$ cat config.mk
export PLATFORM = sky130hd
export DESIGN_NAME = vc_arbiter
export DESIGN_NICKNAME = d
export VERILOG_FILES = /design/src/rtl/vc_arbiter.sv
export SDC_FILE = /design/constraint.sdc
export NUM_CORES = 1
export LEC_CHECK = 0
export CORE_UTILIZATION = 41
export CTS_BUF_LIST = sky130_fd_sc_hd__clkbuf_2
export DETAILED_ROUTE_END_ITERATION = 7
export PLACE_DENSITY = 0.8
export REMOVE_ABC_BUFFERS = 1
export SLEW_MARGIN = 25
export SYNTH_ARGS = -nofsm -noshare
export SYNTH_HDL_FRONTEND = slang
export SYNTH_SLANG_ARGS = --single-unit
$ cat constraint.sdc
create_clock -name clk -period 1.5 [get_ports clk]
set_clock_uncertainty 0.15 [all_clocks]
set_input_delay 0.15 -clock clk [delete_from_list [all_inputs] [get_ports clk]]
set_output_delay 0.15 -clock clk [all_outputs]
set_load 0.05 [all_outputs]
$ cat src/rtl/vc_arbiter.sv
// rtl/vc_arbiter.sv - VC0/VC1 pop arbiter with VC1 starvation guard and class-bit routing
module vc_arbiter #(
  parameter int BW        = 6,
  parameter int MAX_BURST = 4,
  parameter int CW        = 3
) (
  input  logic          clk,
  input  logic          reset,
  input  logic          VC0_empty,
  input  logic          VC1_empty,
  input  logic [BW-1:0] VC0_data_out,
  input  logic [BW-1:0] VC1_data_out,
  input  logic          D0_almost_full,
  input  logic          D1_almost_full,
  output logic          VC0_rd,
  output logic          VC1_rd,
  output logic [BW-1:0] data_out,
  output logic          D0_push,
  output logic          D1_push,
  output logic [1:0]    arb_state
);

  typedef enum logic [1:0] {
    IDLE   = 2'd0,
    ACTIVE = 2'd1,
    PAUSE  = 2'd2
  } state_t;

  state_t        state;
  logic [CW-1:0] burst_cnt;
  logic          inflight_vld;
  logic          inflight_vc;
  logic          stall;
  logic          any_ready;
  logic          grant0;
  logic          grant1;
  logic [BW-1:0] sel_word;

  // The word class is unknown until it is popped, so either destination filling up stalls reads.
  assign stall     = D0_almost_full | D1_almost_full;
  assign any_ready = !VC0_empty || !VC1_empty;
  assign sel_word  = inflight_vc ? VC1_data_out : VC0_data_out;
  assign VC0_rd    = grant0;
  assign VC1_rd    = grant1;
  assign arb_state = state;

  // Grant selection: VC0 wins unless it has used up its burst while VC1 waits.
  always_comb begin
    grant0 = 1'b0;
    grant1 = 1'b0;
    if (!reset && state == ACTIVE && !stall) begin
      if (!VC0_empty && (VC1_empty || burst_cnt < CW'(MAX_BURST))) begin
        grant0 = 1'b1;
      end else if (!VC1_empty) begin
        grant1 = 1'b1;
      end
    end
  end

  // Arbiter state machine; PAUSE only blocks new reads, in-flight words still drain.
  always_ff @(posedge clk) begin
    if (reset) begin
      state <= IDLE;
    end else begin
      case (state)
        IDLE: begin
          if (stall) state <= PAUSE;
          else if (any_ready) state <= ACTIVE;
        end
        ACTIVE: begin
          if (stall) state <= PAUSE;
          else if (!any_ready) state <= IDLE;
        end
        PAUSE: begin
          if (!stall) state <= any_ready ? ACTIVE : IDLE;
        end
        default: state <= IDLE;
      endcase
    end
  end

  // Counts VC0 grants taken while VC1 is waiting; saturates so VC1 is forced next.
  always_ff @(posedge clk) begin
    if (reset) begin
      burst_cnt <= '0;
    end else if (grant1 || VC1_empty) begin
      burst_cnt <= '0;
    end else if (grant0 && burst_cnt < CW'(MAX_BURST)) begin
      burst_cnt <= burst_cnt + CW'(1);
    end
  end

  // Two-stage datapath: remember which VC was popped, then latch its word and push by class bit.
  always_ff @(posedge clk) begin
    if (reset) begin
      inflight_vld <= 1'b0;
      inflight_vc  <= 1'b0;
      data_out     <= '0;
      D0_push      <= 1'b0;
      D1_push      <= 1'b0;
    end else begin
      inflight_vld <= grant0 | grant1;
      inflight_vc  <= grant1;
      D0_push      <= inflight_vld & !sel_word[BW-1];
      D1_push      <= inflight_vld & sel_word[BW-1];
      if (inflight_vld) data_out <= sel_word;
    end
  end

endmodule
==> results of run 1 <==
## routing by layer
layer,vias to the layer above,routed length (um),GRT usage [%]
met5,-,0,0
met4,0,0,9.677
met3,0,148,3.723
met2,26,740,38.67
met1,263,587,21.31
li1,299,-,-
## worst paths after layout
path	from	endpoint	slack [ps]	cells after the start
setup / recovery	arb_state[1]	VC1_rd	-40	5
hold / removal	VC0_empty	inflight_vld	170	2
hold reg to reg	burst_cnt[1]	burst_cnt[1]	340	2
setup reg to reg	inflight_vc	data_out[5]	170	3
## sequential cells by signal, indices dropped and copies added, names as in the netlist
name          flops
arb_state         2
data_out          6
inflight_vc       1
inflight_vld      1
burst_cnt         3
D1_push           1
D0_push           1
## what timing repair did
| item | in CTS | in global routing |
|---|---|---|
| pin swaps | 5 | 0 |
| setup buffers | 1 | 0 |
| setup endpoints to repair | 2 | 2 |
| gates resized for setup | 12 | 0 |
## synth_stat cells
| library cell | n | share of area (%) |
|---|---|---|
| a211oi_1 | 5 | 5.9 |
| a21oi_1 | 2 | 1.6 |
| and3_1 | 1 | 0.99 |
| and3b_4 | 1 | 2.0 |
| buf_6 | 1 | 1.8 |
| clkbuf_1 | 1 | 0.59 |
| clkbuf_8 | 1 | 2.2 |
| dfxtp_1 | 15 | 47 |
| ha_1 | 1 | 2.0 |
| mux2_4 | 1 | 2.4 |
| mux2i_1 | 8 | 13 |
| nand2_1 | 5 | 3.0 |
| nand2b_1 | 1 | 0.99 |
| nand3_1 | 1 | 0.79 |
| nand4bb_1 | 1 | 1.8 |
| nor2_1 | 9 | 5.3 |
| nor2b_1 | 2 | 2.0 |
| nor3_1 | 3 | 2.4 |
| nor3b_1 | 2 | 2.4 |
| nor4_1 | 1 | 0.99 |
| or2_1 | 1 | 0.99 |
## critical path, cell delays in order, from the launching register on
cell and delay [ps]:
dfxtp_2 350, nor2_2 100, nand3_2 110, nor3_2 140
buf_4 150, buf_12 120
## layout by cell type (no fill, tap or decap)
cell type         n
dfxtp_2           3
dfxtp_1          12
dlygate4sd2_1     4
buf_12           11
mux2i_1           8
nor3_1            1
nand3_2           1
clkbuf_2          3
mux2_4            1
a211oi_1          5
and3b_4           1
and3_1            1
nor2_2            2
nor2_1            7
nand4bb_1         1
a21oi_1           2
clkdlybuf4s50_1  13
nor4_1            1
buf_4            10
nand2b_1          1
ha_1              1
nor2b_1           2
or2_1             1
nand2_1           5
nor3_2            2
nor3b_1           2
clkinv_2          1
## final cells by class
type	count	area (sq um)	share of cell area (%)
clock buffer	3	15.01	1.332
clock inverter	1	5.005	0.4440
multi-input combinational	45	324.1	28.75
sequential	15	304.0	26.97
tap	15	18.77	1.665
timing repair buffer	38	460.4	40.84
## stage by stage
| stage | setup slack [ps] | hold slack, ps | utilization, % | setup TNS, ps | total power, mW |
|---|---|---|---|---|---|
| 2_1_floorplan | -939.8 | 72.76 | - | -1880 | 0.4463 |
| 3_3_place_gp | -84.03 | 302.3 | 79.12 | -197.3 | 0.5282 |
| 3_5_place_dp | -96.40 | 325.8 | 79.12 | -289.1 | 0.5293 |
| 4_1_cts | -1.570 | 142.6 | 82.51 | -2.087 | 0.7104 |
| 5_1_grt | -112.6 | 186.8 | 82.51 | -218.4 | 0.7382 |
| 6_report | -43.96 | 168.3 | 82.51 | -68.44 | 0.7048 |
## cells by family (layout without fill, tap and decap cells)
kind of cell,Yosys count,after routing,synth area share (%)
buffers and inverters,3,42,4.544
adder cells (fa/ha/maj),1,1,1.976
multiplexers,9,9,15.02
AND/OR/NAND/NOR,28,28,23.52
flip-flops,15,15,47.43
AO/OA/AOI/OAI,7,7,7.511
## power by group through the flow
stage          logic, mW  clock network (mW)  registers [mW]
3_3_place_gp       0.113                   0           0.415
3_5_place_dp       0.114                   0           0.415
6_report           0.115               0.182           0.408
5_1_grt            0.122               0.208           0.409
2_1_floorplan     0.0184                   0           0.428
4_1_cts            0.114               0.189           0.408
==> results.sh, run 1 <==
export IMPL_status="finished with violations"
export IMPL_failed_checks="setup timing"
export IMPL_cts_buffer_depth=2
export IMPL_grt_max_degree=14
export IMPL_placementRows=13
export IMPL_power_frac_comb_pct=16.3
export IMPL_core_sq_mm=0.001366
export IMPL_startpoint_type="register"
export IMPL_path_clk_slew_ps=140
export IMPL_setup_slack_ps=-43.96
export IMPL_grt_pass1_vias=581
export IMPL_holdBufCountCts=0
export IMPL_die_area_sq_mm=0.001705
export IMPL_diodes=0
export IMPL_htree_levels=1
export IMPL_avgSynthCellArea_sq_um=10.05
export IMPL_synthesis_area_sq_um=633.1
export IMPL_clock_sinks=15
export IMPL_cts_tree="built"
export IMPL_power_switching_mw=0.1730
export IMPL_required_ps=1200
export IMPL_fmax_mhz=647.7
export IMPL_hp_class="input port to register"
export IMPL_n_fill_cell=81
export IMPL_yosys_warnings=0
export IMPL_die_w_um=41.30
export IMPL_final_antenna_net_count=0
export IMPL_worstPathMaxFanout=3
export IMPL_drc=0
export IMPL_die_height_um=41.30
export IMPL_grt_ovfl_total=0
export IMPL_routabilityCongestion=0.6534
export IMPL_initial_utilization_pct=46.34
export IMPL_intPower_mw=0.5318
export IMPL_place_area_sq_mm=0.001081
export IMPL_drt_wl_total_um=1476
export IMPL_hpwl_um=1128
export IMPL_drt_iter0_drc=22
export IMPL_vias=588
export IMPL_grt_setup_unrepaired="true"
export IMPL_criticalPathCategory="register to output port"
export IMPL_min_period_ps=1544
export IMPL_avgRoutedWirePerCell_um=12.62
export IMPL_powerDensity_mw_per_mm2=625.2
export IMPL_nets=122
export IMPL_cts_buffers=3
export IMPL_fin_cells=117
export IMPL_port_buffer_count=29
export IMPL_ys_seq_elements=15
export IMPL_dp_cells=112
export IMPL_dr_pass1_iters=4
export IMPL_io_pins=30
export IMPL_post_drt_via_cell_ratio=5.026
export IMPL_track_usage_pct=20.40
export IMPL_setup_violations=2
export IMPL_critPathArrivalTime_ps=1240
export IMPL_vdd_drop_max_mv=0.5341
export IMPL_final_area_sq_mm=0.001127
export IMPL_area_delta_synth_final_pct=78.06
export IMPL_hold_violations=0
export IMPL_clockRootBuffer="clkbuf_2"
export IMPL_tightest_slew_ps=382.3
export IMPL_synth_cell_types=21
export IMPL_swShare_pct=24.55
export IMPL_antenna_found_initial=0
export IMPL_netlist_instances=63
export IMPL_report_final_slew_viol_count=0
export IMPL_drive_gt1_share_pct=34.31
export IMPL_synth_seq_area_share_pct=47.43
export IMPL_grt_first_pass_wirelength_um=2228
export IMPL_p_seq_share_pct=57.9
export IMPL_pwr_share_clk_pct=25.9
export IMPL_end_kind="output port"
export IMPL_clk_latency_ps=270
export IMPL_maxCapViolCount=0
export IMPL_slew_headroom_pct=74.28
export IMPL_period_share_pct=102.9
export IMPL_power_leakage_nw=0.4606
No activity file was read; power rests on OpenSTA's default activity.
==> run 2, diff against run 1 <==
- RECOVER_POWER: unset -> 100
==> run 2 against run 1 <==
Compared with the run above: the run still ends with setup timing left; clock-buffer cell count unchanged; utilization decreased by 6.0 points; clock power about the same; sequential power about the same; wire length increased by 2.1%; total power decreased by 0.61%; register-to-register slack got worse by 20 ps; critical path depth unchanged; sequential share of layout area increased by 2.1 points; critical path type unchanged.
==> results.sh, run 2 (synthesis gave the netlist of run 1 again) <==
export IMPL_antenna_found_initial=0
export IMPL_hold_path_cell_count=2
export IMPL_nets=122
export IMPL_fmax_mhz=647.7
export IMPL_hold_violations=0
export IMPL_end_kind="output port"
export IMPL_grt_ovfl_total=0
export IMPL_grt_busiest_layer="met2"
export IMPL_failed_checks="setup timing"
export IMPL_track_usage_pct=20.40
export IMPL_die_area_sq_mm=0.001705
export IMPL_cts_tree="built"
export IMPL_grt_util_met3_pct=3.723
export IMPL_startpoint_type="register"
export IMPL_cts_buffer_depth=2
export IMPL_hpwl_um=1128
export IMPL_setup_violations=2
export IMPL_vias=586
export IMPL_htree_levels=1
export IMPL_avgRoutedWirePerCell_um=12.88
export IMPL_largest_reg_flops=6
export IMPL_grt_setup_unrepaired="true"
export IMPL_final_common_cell="clkdlybuf4s50_1"
export IMPL_report_final_slew_viol_count=0
export IMPL_final_util_pct=76.56
export IMPL_drive_gt1_share_pct=29.41
export IMPL_clock_sinks=15
export IMPL_use_met2_pct=38.67
export IMPL_placementRows=13
export IMPL_clk_latency_ps=270
export IMPL_hold_slack_ps=168.3
export IMPL_slew_headroom_pct=66.40
export IMPL_grt_first_pass_wirelength_um=2228
export IMPL_timing_rr_end="data_out[5]"
export IMPL_grt_pass1_vias=581
export IMPL_period_share_pct=102.9
export IMPL_timing_rr_start="inflight_vc"
export IMPL_cts_buffers=3
export IMPL_vdd_drop_max_mv=0.5331
export IMPL_min_to="inflight_vld"
export IMPL_setup_slack_ps=-43.81
export IMPL_routabilityCongestion=0.6534
export IMPL_reg2reg_depth=3
export IMPL_io_pins=30
export IMPL_area_delta_synth_final_pct=65.22
export IMPL_maxCapViolCount=0
export IMPL_dr_pass1_iters=4
export IMPL_met1_usage_pct=21.31
export IMPL_port_buffer_count=29
export IMPL_drt_iter0_drc=22
export IMPL_r2r_setup_slack_ps=150
export IMPL_drt_wl_total_um=1507
export IMPL_grt_max_degree=14
export IMPL_post_drt_via_cell_ratio=5.009
export IMPL_diodes=0
export IMPL_final_antenna_net_count=0
export IMPL_clockRootBuffer="clkbuf_2"
export IMPL_n_fill_cell=95
export IMPL_largest_register="data_out"
export IMPL_path_clk_slew_ps=140
export IMPL_powerDensity_mw_per_mm2=669.7
export IMPL_core_sq_mm=0.001366
export IMPL_criticalPathCategory="register to output port"
export IMPL_die_w_um=41.30
export IMPL_tightest_slew_ps=503.1
export IMPL_final_cell_mix="13 x clkdlybuf4s50_1, 12 x dfxtp_1, 9 x buf_4, 8 x mux2i_1"
export IMPL_min_period_ps=1544
export IMPL_hp_class="input port to register"
export IMPL_power_leakage_nw=0.5022
export IMPL_status="finished with violations"
export IMPL_drc=0
export IMPL_critPathArrivalTime_ps=1240
export IMPL_required_ps=1200
export IMPL_initial_utilization_pct=46.34
export IMPL_hold_path_startpoint="VC0_empty"
export IMPL_worstPathMaxFanout=3
export IMPL_die_height_um=41.30
==> run 2: what timing repair did <==
item                                   CTS  global route
pin swaps                                5             0
resized for setup                       12             0
setup endpoints to repair                2             2
setup buffers                            1             0
hold buffers                             0             0
endpoints found under the hold margin    0             0
==> run 2: cell type report <==
class / count / area (sq um) / area share [%]
flip-flops and latches: 15 / 304.0 / 29.07
well taps: 15 / 18.77 / 1.794
clock buffers: 3 / 15.01 / 1.435
clock inverters: 1 / 5.005 / 0.4785
repair buffers: 38 / 382.9 / 36.60
multi-input cells: 45 / 320.3 / 30.62
==> run 2: per-layer routing <==
metal / vias to the layer above / wire length, um
li1: 299 / -
met1: 261 / 618
met2: 26 / 736
met3: 0 / 152
met4: 0 / 0
met5: - / 0
==> run 2: through the flow <==
step | total power [mW] | std cells | cell area [sq um] | worst slack, ps | setup TNS (ps)
finish | 0.7005 | 117 | 1046 | -43.81 | -68.14
global route | 0.7339 | 117 | 1046 | -112.6 | -218.4
CTS | 0.7104 | 117 | 1127 | -1.570 | -2.087
detailed placement | 0.5293 | 112 | 1081 | -96.40 | -289.1
global placement | 0.5282 | 112 | 1081 | -84.03 | -197.3
floorplan | 0.4463 | 60 | 604.3 | -939.8 | -1880
==> run 2: critical path, stage by stage (launching register included) <==
cell,delay [ps]
dfxtp_2,350
nor2_2,100
nand3_2,110
nor3_2,140
buf_4,150
buf_12,120
==> run 2: how the worst max path moves through the flow <==
stage              startpoint      to  slack [ps]
4_1_cts          arb_state[1]  VC1_rd          -2
3_3_place_gp   D1_almost_full  VC1_rd         -80
5_1_grt          arb_state[1]  VC1_rd        -110
6_report         arb_state[1]  VC1_rd         -40
2_1_floorplan    arb_state[0]  VC0_rd        -940
3_5_place_dp   D0_almost_full  VC1_rd        -100
==> run 2: report_power, final <==
part | switching [mW] | internal, mW | total [mW]
sequential | 0.00403 | 0.403 | 0.407
clock | 0.122 | 0.0603 | 0.182
combinational | 0.0464 | 0.0646 | 0.111
total | 0.172 | 0.528 | 0.701
